$ cat config.mk
export PLATFORM = sky130hd
export DESIGN_NAME = cmos_capture
export DESIGN_NICKNAME = d
export VERILOG_FILES = /design/src/rtl/cmos_pkg.sv /design/src/rtl/cmos_edge_sync.sv /design/src/rtl/cmos_capture.sv
export SDC_FILE = /design/constraint.sdc
export NUM_CORES = 1
export LEC_CHECK = 0
export BUFFER_PORTS_ARGS = -buffer_cell sky130_fd_sc_hd__buf_2
export CAP_MARGIN = 20
export CORE_ASPECT_RATIO = 0.6
export CORE_MARGIN = 5
export CORE_UTILIZATION = 60
export CTS_CLUSTER_DIAMETER = 120
export CTS_CLUSTER_SIZE = 14
export DETAILED_ROUTE_END_ITERATION = 8
export GPL_ROUTABILITY_DRIVEN = 0
export GPL_TIMING_DRIVEN = 1
export MAX_ROUTING_LAYER = met4
export PLACE_DENSITY = 0.82
export SYNTH_ARGS = -nofsm -noshare
export SYNTH_HDL_FRONTEND = slang
export SYNTH_SLANG_ARGS = --single-unit
$ cat constraint.sdc
create_clock -name p_clk -period 4.4 [get_ports p_clk]
set_input_delay 0.88 -clock p_clk [delete_from_list [all_inputs] [get_ports p_clk]]
set_output_delay 0.88 -clock p_clk [all_outputs]
set_load 0.05 [all_outputs]
$ cat src/rtl/cmos_pkg.sv
// Shared definitions for the CMOS DVP capture path: FSM encoding, default
// geometry and the RGB565 field layout seen by downstream consumers.
package cmos_pkg;

  typedef enum logic [1:0] {
    IDLE       = 2'd0,
    SKIP       = 2'd1,
    WAIT_FRAME = 2'd2,
    CAPTURE    = 2'd3
  } cap_state_t;

  localparam int DEF_H_ACTIVE   = 640;
  localparam int DEF_V_ACTIVE   = 480;
  localparam int DEF_FRAME_SKIP = 10;
  localparam int LINE_CNT_W     = 11;

  // RGB565 layout: r = [15:11], g = [10:5], b = [4:0].
  typedef struct packed {
    logic [4:0] r;
    logic [5:0] g;
    logic [4:0] b;
  } rgb565_t;

  function automatic logic [15:0] pack_pixel(input logic [7:0] first,
                                             input logic [7:0] second,
                                             input bit         hi_first);
    return hi_first ? {first, second} : {second, first};
  endfunction

endpackage

$ cat src/rtl/cmos_edge_sync.sv
// Registers the sensor vsync/href once, keeps a second stage and derives
// single-cycle edge pulses from the two stages.
module cmos_edge_sync (
  input  logic p_clk,
  input  logic sysrst_n,
  input  logic cmos_vsync,
  input  logic cmos_href,
  output logic v_q,
  output logic h_q,
  output logic v_rise,
  output logic v_fall,
  output logic h_fall
);

  logic v_qq;
  logic h_qq;

  always_ff @(posedge p_clk or negedge sysrst_n) begin
    if (!sysrst_n) begin
      v_q  <= 1'b0;
      v_qq <= 1'b0;
      h_q  <= 1'b0;
      h_qq <= 1'b0;
    end else begin
      v_q  <= cmos_vsync;
      v_qq <= v_q;
      h_q  <= cmos_href;
      h_qq <= h_q;
    end
  end

  assign v_rise = v_q & ~v_qq;
  assign v_fall = ~v_q & v_qq;
  assign h_fall = ~h_q & h_qq;

endmodule

$ cat src/rtl/cmos_capture.sv
// DVP byte-pair to RGB565 packer with start-up frame skipping, frame-done
// level for the BRAM writer and per-frame geometry checking.
module cmos_capture
  import cmos_pkg::*;
#(
  parameter int H_ACTIVE            = DEF_H_ACTIVE,
  parameter int V_ACTIVE            = DEF_V_ACTIVE,
  parameter int FRAME_SKIP          = DEF_FRAME_SKIP,
  parameter bit BYTE_ORDER_HI_FIRST = 1'b1
) (
  input  logic        p_clk,
  input  logic        sysrst_n,
  input  logic        cmos_config_done,
  input  logic        cmos_vsync,
  input  logic        cmos_href,
  input  logic [7:0]  cmos_data,
  output logic [15:0] pixel_data,
  output logic        pixel_valid,
  output logic        cmos_frame_done,
  output logic        frame_error,
  output logic [7:0]  frame_count
);

  localparam int PIX_W  = $clog2(H_ACTIVE + 1);
  localparam int SKIP_W = (FRAME_SKIP < 1) ? 1 : $clog2(FRAME_SKIP + 1);

  localparam logic [PIX_W-1:0]      H_PIXELS  = PIX_W'(H_ACTIVE);
  localparam logic [LINE_CNT_W-1:0] V_LINES   = LINE_CNT_W'(V_ACTIVE);
  localparam logic [LINE_CNT_W-1:0] LINE_MAX  = '1;
  localparam logic [SKIP_W-1:0]     SKIP_LAST = SKIP_W'((FRAME_SKIP == 0) ? 0 : FRAME_SKIP - 1);

  logic v_q, h_q, v_rise, v_fall, h_fall;
  logic [7:0] d_q;

  cap_state_t              state;
  logic [SKIP_W-1:0]       skip_cnt;
  logic [PIX_W-1:0]        pix_cnt;
  logic [LINE_CNT_W-1:0]   line_cnt;
  logic [LINE_CNT_W-1:0]   line_next;
  logic                    byte_phase;
  logic [7:0]              first_byte;

  cmos_edge_sync u_edge_sync (
    .p_clk     (p_clk),
    .sysrst_n  (sysrst_n),
    .cmos_vsync(cmos_vsync),
    .cmos_href (cmos_href),
    .v_q       (v_q),
    .h_q       (h_q),
    .v_rise    (v_rise),
    .v_fall    (v_fall),
    .h_fall    (h_fall)
  );

  always_ff @(posedge p_clk or negedge sysrst_n) begin
    if (!sysrst_n) begin
      d_q <= 8'h00;
    end else begin
      d_q <= cmos_data;
    end
  end

  // Line count including a line ending this cycle, so a frame end that
  // coincides with the last href fall is checked against the full count.
  always_comb begin
    line_next = line_cnt;
    if (h_fall && (line_cnt != LINE_MAX)) begin
      line_next = line_cnt + 1'b1;
    end
  end

  // pixel_valid is a one-cycle strobe with no backpressure: the consumer
  // must take pixel_data in the cycle pixel_valid is high.
  always_ff @(posedge p_clk or negedge sysrst_n) begin
    if (!sysrst_n) begin
      state           <= IDLE;
      skip_cnt        <= '0;
      pix_cnt         <= '0;
      line_cnt        <= '0;
      byte_phase      <= 1'b0;
      first_byte      <= 8'h00;
      pixel_data      <= 16'h0000;
      pixel_valid     <= 1'b0;
      cmos_frame_done <= 1'b1;
      frame_error     <= 1'b0;
      frame_count     <= 8'h00;
    end else begin
      pixel_valid <= 1'b0;
      if (!cmos_config_done) begin
        state           <= IDLE;
        cmos_frame_done <= 1'b1;
      end else begin
        case (state)
          IDLE: begin
            skip_cnt <= '0;
            state    <= (FRAME_SKIP == 0) ? WAIT_FRAME : SKIP;
          end
          SKIP: begin
            if (v_rise) begin
              skip_cnt <= skip_cnt + 1'b1;
              if (skip_cnt == SKIP_LAST) begin
                state <= WAIT_FRAME;
              end
            end
          end
          WAIT_FRAME: begin
            if (v_fall) begin
              state           <= CAPTURE;
              cmos_frame_done <= 1'b0;
              frame_error     <= 1'b0;
              line_cnt        <= '0;
              pix_cnt         <= '0;
              byte_phase      <= 1'b0;
            end
          end
          CAPTURE: begin
            // href during vertical blanking carries no picture data.
            if (h_q && !v_q) begin
              byte_phase <= ~byte_phase;
              if (!byte_phase) begin
                first_byte <= d_q;
              end else if ((pix_cnt < H_PIXELS) && (line_cnt < V_LINES)) begin
                pixel_data  <= pack_pixel(first_byte, d_q, BYTE_ORDER_HI_FIRST);
                pixel_valid <= 1'b1;
                pix_cnt     <= pix_cnt + 1'b1;
              end else begin
                frame_error <= 1'b1;
              end
            end
            if (h_fall) begin
              line_cnt   <= line_next;
              pix_cnt    <= '0;
              byte_phase <= 1'b0;
              if (byte_phase || (pix_cnt != H_PIXELS)) begin
                frame_error <= 1'b1;
              end
            end
            if (v_rise) begin
              state           <= WAIT_FRAME;
              cmos_frame_done <= 1'b1;
              frame_count     <= frame_count + 1'b1;
              if (line_next != V_LINES) begin
                frame_error <= 1'b1;
              end
            end
          end
          default: state <= IDLE;
        endcase
      end
    end
  end

endmodule

# Yosys cells after proc, flatten, opt, wreduce, memory -nomap -nowiden
# Cells that the tools add are included.
[word_totals] in_bits=13 ff_bits=75
[classes] eq_ne=18 n_reduce_logical=18 n_bitwise=7 n_addsub=4 n_lt_le_gt_ge=2 mux=38
[ops] op="10-bit two-way mux" count=5
[ops] op="11-bit two-way mux" count=3
[ops] op="11-bit case mux with 2 select lines" count=1
[ops] op="10-bit case mux with 2 select lines" count=1
[ops] op="1-bit two-way mux" count=17
[ops] op="4-bit AND reduction" count=4
[ops] op="3-bit != test, second input constant" count=4
[ops] op="3-bit AND reduction" count=4
[ops] op="11-bit by 1-bit adder with 11-bit output, second input constant" count=1
[ops] op="11-bit by 9-bit < comparator with 1-bit output, second input constant" count=1
[ops] op="11-bit != test, second input constant" count=1
[ops] op="11-bit by 9-bit != test with 1-bit output, second input constant" count=1
[ops] op="10-bit by 1-bit adder with 10-bit output, second input constant" count=1
[ops] op="10-bit < comparator, second input constant" count=1
[ops] op="2-bit two-way mux" count=5
[ops] op="10-bit != test, second input constant" count=1
[ops] op="3-bit by 2-bit != test with 1-bit output, second input constant" count=3
[ops] op="8-bit by 1-bit adder with 8-bit output, second input constant" count=1
[ops] op="2-bit case mux with 4 select lines" count=1
[ops] op="4-bit case mux with 2 select lines" count=1
[ops] op="1-bit case mux with 2 select lines" count=3
[ops] op="6-bit AND reduction" count=1
[ops] op="5-bit AND reduction" count=1
[ops] op="4-bit by 1-bit adder with 4-bit output, second input constant" count=1
[ops] op="14 further kinds" count=24

# Longest topological paths before layout
[logic_depth] depth_word=10 ltp_mapped=9

# By module
# From an unflattened synthesis, not the netlist that was laid out.
[hier_totals] hier_cells=311 hier_area_um2=3500.9
[by_module_without_submodules] mod="cmos_capture" seq_area_each_um2=1778.0 area_per_inst_um2=3379.5 n_inst=1 cells_per_inst=304
[by_module_without_submodules] mod="cmos_edge_sync" seq_area_each_um2=100.1 area_per_inst_um2=121.4 n_inst=1 cells_per_inst=7

# Worst setup path before layout
# No wires, ideal clock.
[synth_timing] path_type="reg2reg" startpoint="register line_cnt[1]" endpoint="register frame_error" stages_incl_launch_ff=8 t_arrival_ps=2094 period_less_slack_ps=2225 setup_slack_ps=2175 required_time_ps=4269 setup_time_ps=131 n_path_buf=1 cell_sequence="dfrtp_1 -> ha_1 -> and4_1 -> buf_6 -> a2111o_1 -> a2111o_1 -> nor4_1 -> o31ai_1"
[synth_via] elab_chain_len=10 elab_cells_between_ends=15 cone_classes="add/sub: 1; order compare: 1; eq/ne: 2; mux: 9; reduce/logical: 2"
[synth_rtl] item="start, declared" line_no="cmos_capture.sv:38" rtl="logic [LINE_CNT_W-1:0] line_cnt;"
[synth_rtl] item="start signal, assigned" line_no="cmos_capture.sv:131" rtl="line_cnt <= line_next;"
[synth_rtl] item="11-bit by 9-bit < comparator with 1-bit output" line_no="cmos_capture.sv:122" rtl="end else if ((pix_cnt < H_PIXELS) && (line_cnt < V_LINES)) begin"
[synth_rtl] item="1-bit logical AND" line_no="cmos_capture.sv:122"
[synth_rtl] item="1-bit two-way mux" line_no="cmos_capture.sv:122"
[synth_rtl] item="1-bit two-way mux" line_no="cmos_capture.sv:120" rtl="if (!byte_phase) begin"
[synth_rtl] item="1-bit two-way mux" line_no="cmos_capture.sv:118" rtl="if (h_q && !v_q) begin"
[synth_rtl] item="1-bit two-way mux" line_no="cmos_capture.sv:134" rtl="if (byte_phase || (pix_cnt != H_PIXELS)) begin"
[synth_rtl] item="1-bit two-way mux" line_no="cmos_capture.sv:130" rtl="if (h_fall) begin"
[synth_rtl] item="1-bit two-way mux" line_no="cmos_capture.sv:142" rtl="if (line_next != V_LINES) begin"
[synth_rtl] item="1-bit two-way mux (*)" line_no="cmos_capture.sv:138" rtl="if (v_rise) begin"
[synth_rtl] item="1-bit case mux with 2 select lines (*)" line_no="cmos_capture.sv:93" rtl="case (state)"
[synth_rtl] item="end signal, assigned" line_no="cmos_capture.sv:127" rtl="frame_error <= 1'b1;"
[synth_rtl] item="end signal, assigned" line_no="cmos_capture.sv:135" rtl="frame_error <= 1'b1;"
[synth_rtl] item="end signal, assigned" line_no="cmos_capture.sv:143" rtl="frame_error <= 1'b1;"
[synth_rtl] item="end, declared" line_no="cmos_capture.sv:20" rtl="output logic frame_error,"
# Every way passes the cells marked *; elsewhere a longest branch is shown, timed or not.
# A chain may end at the register's enable or synchronous reset.

# Worst setup path after layout
[layout_timing] startpoint="register line_cnt[0]" endpoint="register frame_error"
# Same word-level chain as after synthesis.

==> impl_metrics.csv <==
group,metric,value,unit
clocking,numCtsBuffers,9,
die,die_h,68.6,microns
power_and_ir_drop,totalPowerFinal,1.32,mW
drt,wirelength,6.68,mm
sta,timing.fmax,347,MHz
synthesis,synthTopCellsByArea,"dfrtp_1 54%, mux2_2 6.6%, o21ai_0 2.6%, nor2_1 2.4%, ha_1 2.2%",
cells_and_area,multi_input_area,1470,sq um
drt,dr_total_vias,2471,
synthesis,ys.flop_type,"dfrtp_1",
sta,final.period_utilization,65.5,%
drt,ant_nets,0,
clocking,cts_max_level,3,
sta,maxSlewHeadroom,40.9,%
clocking,ctsResizeCount,0,
die,num_rows,21,
setup_path,start_kind,"flop",
setup_path,worst_setup_path_end_kind,"flop",
synthesis,synth_edf_count,0,
clocking,clkTransAtPathRegs,80,ps
drt,wl_per_cell,15.5,microns
placed_design,numPortBuffers,39,
setup_path,critical_path_class,"flop to flop",
die,dieArea,7370,sq um
synthesis,avgSynthCellArea,11.1,sq um
sta,finalHoldViolCount,0,
synthesis,synth_top_cell_by_area,"dfrtp_1",
die,chipWidth,108,microns
cells_and_area,drive_gt1_share,23.0,%
drt,drc,0,
job,maxCapViolCount,0,
clocking,clk_path_buf_depth,2,
die,core_area,5570,sq um
global_routing,grt.overflow.total,0,
cells_and_area,nNetsFinal,366,
synthesis,yosysWarnings,0,
die,io-pin-count,40,
global_routing,grt_max_degree,76,
sta,fin_setup_tns,0,ps
sta,tightest_slew,887,ps
die,start_util,61.5,%
synthesis,yosysUniqueCellTypes,50,
sta,setup_slack,1520,ps
sta,finalMaxSlewViolations,0,
global_routing,grt_first_pass_wirelength,11.3,mm
power_and_ir_drop,powerDensity,341,nW/um^2
global_routing,grt_use_total,20.2,%
sta,rsz0062_at_grt,"no",
synthesis,synth_cells,308,
clocking,postCtsHoldBufs,0,
synthesis,syn_nets,327,
clocking,root_buffer,"clkbuf_8",
synthesis,synth.cell_area,3430,sq um
sta,skew,13.0,ps
setup_path,cp_data_arrival_time,3100,ps
placed_design,dp_slack,1600,ps
synthesis,ys_seq_elements,75,
cells_and_area,seqCellArea,1880,sq um
global_routing,grt_pass1_vias,2308,
setup_path,worstPathRequired,4620,ps
cells_and_area,antenna_cells,0,
sta,setup_viol,0,
clocking,clk_latency,350,ps
placed_design,dpl.hpwl,4.78,mm
clocking,cts_tree,"done",
sta,fin_crit,2880,ps
drt,viasPerCell,5.72,
drt,drtPass1Iterations,5,
synthesis,seq_area_frac_synth,54.8,%
clocking,cts_setup_buffers,0,
setup_path,worstPathMaxFanout,11,
global_routing,antenna_found_initial,0,
drt,drt-initial-drc-count,183,
power_and_ir_drop,peakVddDrop,258,uV
hold_path,hold_path_class,"flop to flop",
run_status,status,"complete, no violations",
cells_and_area,syn2layout_area_growth,13.4,%
cells_and_area,utilization,69.8,%
cells_and_area,fillCellCount,417,
power_and_ir_drop,p_leak,1.89,nW
clocking,cts.sinks,75,
synthesis,synthArstFlopShare,100,%
synthesis,synth_top_area_share,54.0,%
[state kept, by name, indices dropped and copies added (netlist names)]
signal            count
cmos_frame_done       1
skip_cnt              4
state                 2
pix_cnt              10
frame_error           1
u_edge_sync.v_q       1
u_edge_sync.v_qq      1
pixel_data           16
u_edge_sync.h_q       1
first_byte            8
frame_count           8
byte_phase            1
d_q                   8
pixel_valid           1
line_cnt             11
u_edge_sync.h_qq      1
[through the flow]
| step | cells | hold slack (ps) | area (sq um) |
|---|---|---|---|
| after floorplan | 308 | 401 | 3430 |
| after global placement | 416 | 442 | 3660 |
| after detailed placement | 416 | 451 | 3660 |
| after CTS | 432 | 473 | 3890 |
| after global routing | 432 | 493 | 3890 |
| final | 432 | 469 | 3890 |
[synth_stat cells (all sizes together) (7+ instances only)]
cell and instances:
nand4 8, dfrtp 74, mux2 25, nor2 23, nand2b 10, nand2 21, a31oi 7, o21ai 24
a21oi 10, nand3 11
[area by class of cell]
cell class | count | area share (%)
Clock buffer | 9 | 3.19
Clock inverter | 7 | 2.54
Tap cell | 80 | 2.58
Timing Repair Buffer | 39 | 5.09
Multi-Input combinational cell | 216 | 37.7
Sequential cell | 75 | 48.3
Inverter | 6 | 0.580
[logic make-up after synthesis]
| logic type | after synthesis | share of synthesized area [%] |
|---|---|---|
| AO/OA/AOI/OAI | 69 | 13.0 |
| XOR/XNOR | 12 | 3.07 |
| adder cells (fa/ha/maj) | 6 | 2.19 |
| buffers and inverters | 17 | 2.48 |
| flip-flops | 75 | 54.8 |
| multiplexers | 25 | 8.21 |
| AND/OR/NAND/NOR | 104 | 16.3 |
[critical path, cell delays in order, from the launching register on]
cell     delay (ps)
dfrtp_1         510
ha_1            340
and4_1          340
a31oi_1         750
and4_1          340
a31oi_1          90
nor4_1          300
o31ai_1         110
[final timing paths]
check	startpoint	endpoint	slack, ps	cells after the start
worst min register to register	u_edge_sync.h_q$_DFF_PN0_	u_edge_sync.h_qq$_DFF_PN0_	470	0
max in group asynchronous	sysrst_n	line_cnt[0]$_DFFE_PN0P_	3170	1
min in group asynchronous	sysrst_n	pix_cnt[5]$_DFFE_PN0P_	650	1
worst max-delay path	line_cnt[0]$_DFFE_PN0P_	frame_error$_DFFE_PN0P_	1520	7
worst min-delay path	u_edge_sync.h_q$_DFF_PN0_	u_edge_sync.h_qq$_DFF_PN0_	470	0
worst max register to register	line_cnt[0]$_DFFE_PN0P_	frame_error$_DFFE_PN0P_	1520	7
[power breakdown]
part / switching, mW / internal [mW] / total (mW) / leakage (nW)
combinational: 0.0253 / 0.0126 / 0.0380 / 0.778
sequential: 0.00994 / 0.698 / 0.708 / 1.00
clock: 0.254 / 0.323 / 0.577 / 0.110
total: 0.290 / 1.03 / 1.32 / 1.89
[cell usage in the layout, fill, tap and decap left out, drive strengths merged, types with 3 or more instances in the layout]
master  instances
dfrtp          74
buf            39
mux2           25
o21ai          24
nor2           23
nand2          21
nand3          11
nand2b         10
a21oi          10
clkbuf          9
nand4           8
inv             8
a31oi           7
xor2            6
xnor2           6
ha              6
a21o            5
and3            5
o31ai           5
nor2b           4
nor3            4
a22o            4
or3             4
nor4            3
and4            3
[per-layer routing]
layer  wire [microns]  GRT usage, %  up-vias
li1                 -             -     1191
met5                0             -        -
met4               63          5.67        0
met2             2970          29.1       92
met1             3260          28.2     1178
met3              383          5.95       10
Note: power is estimated with default switching activity, not from simulation.
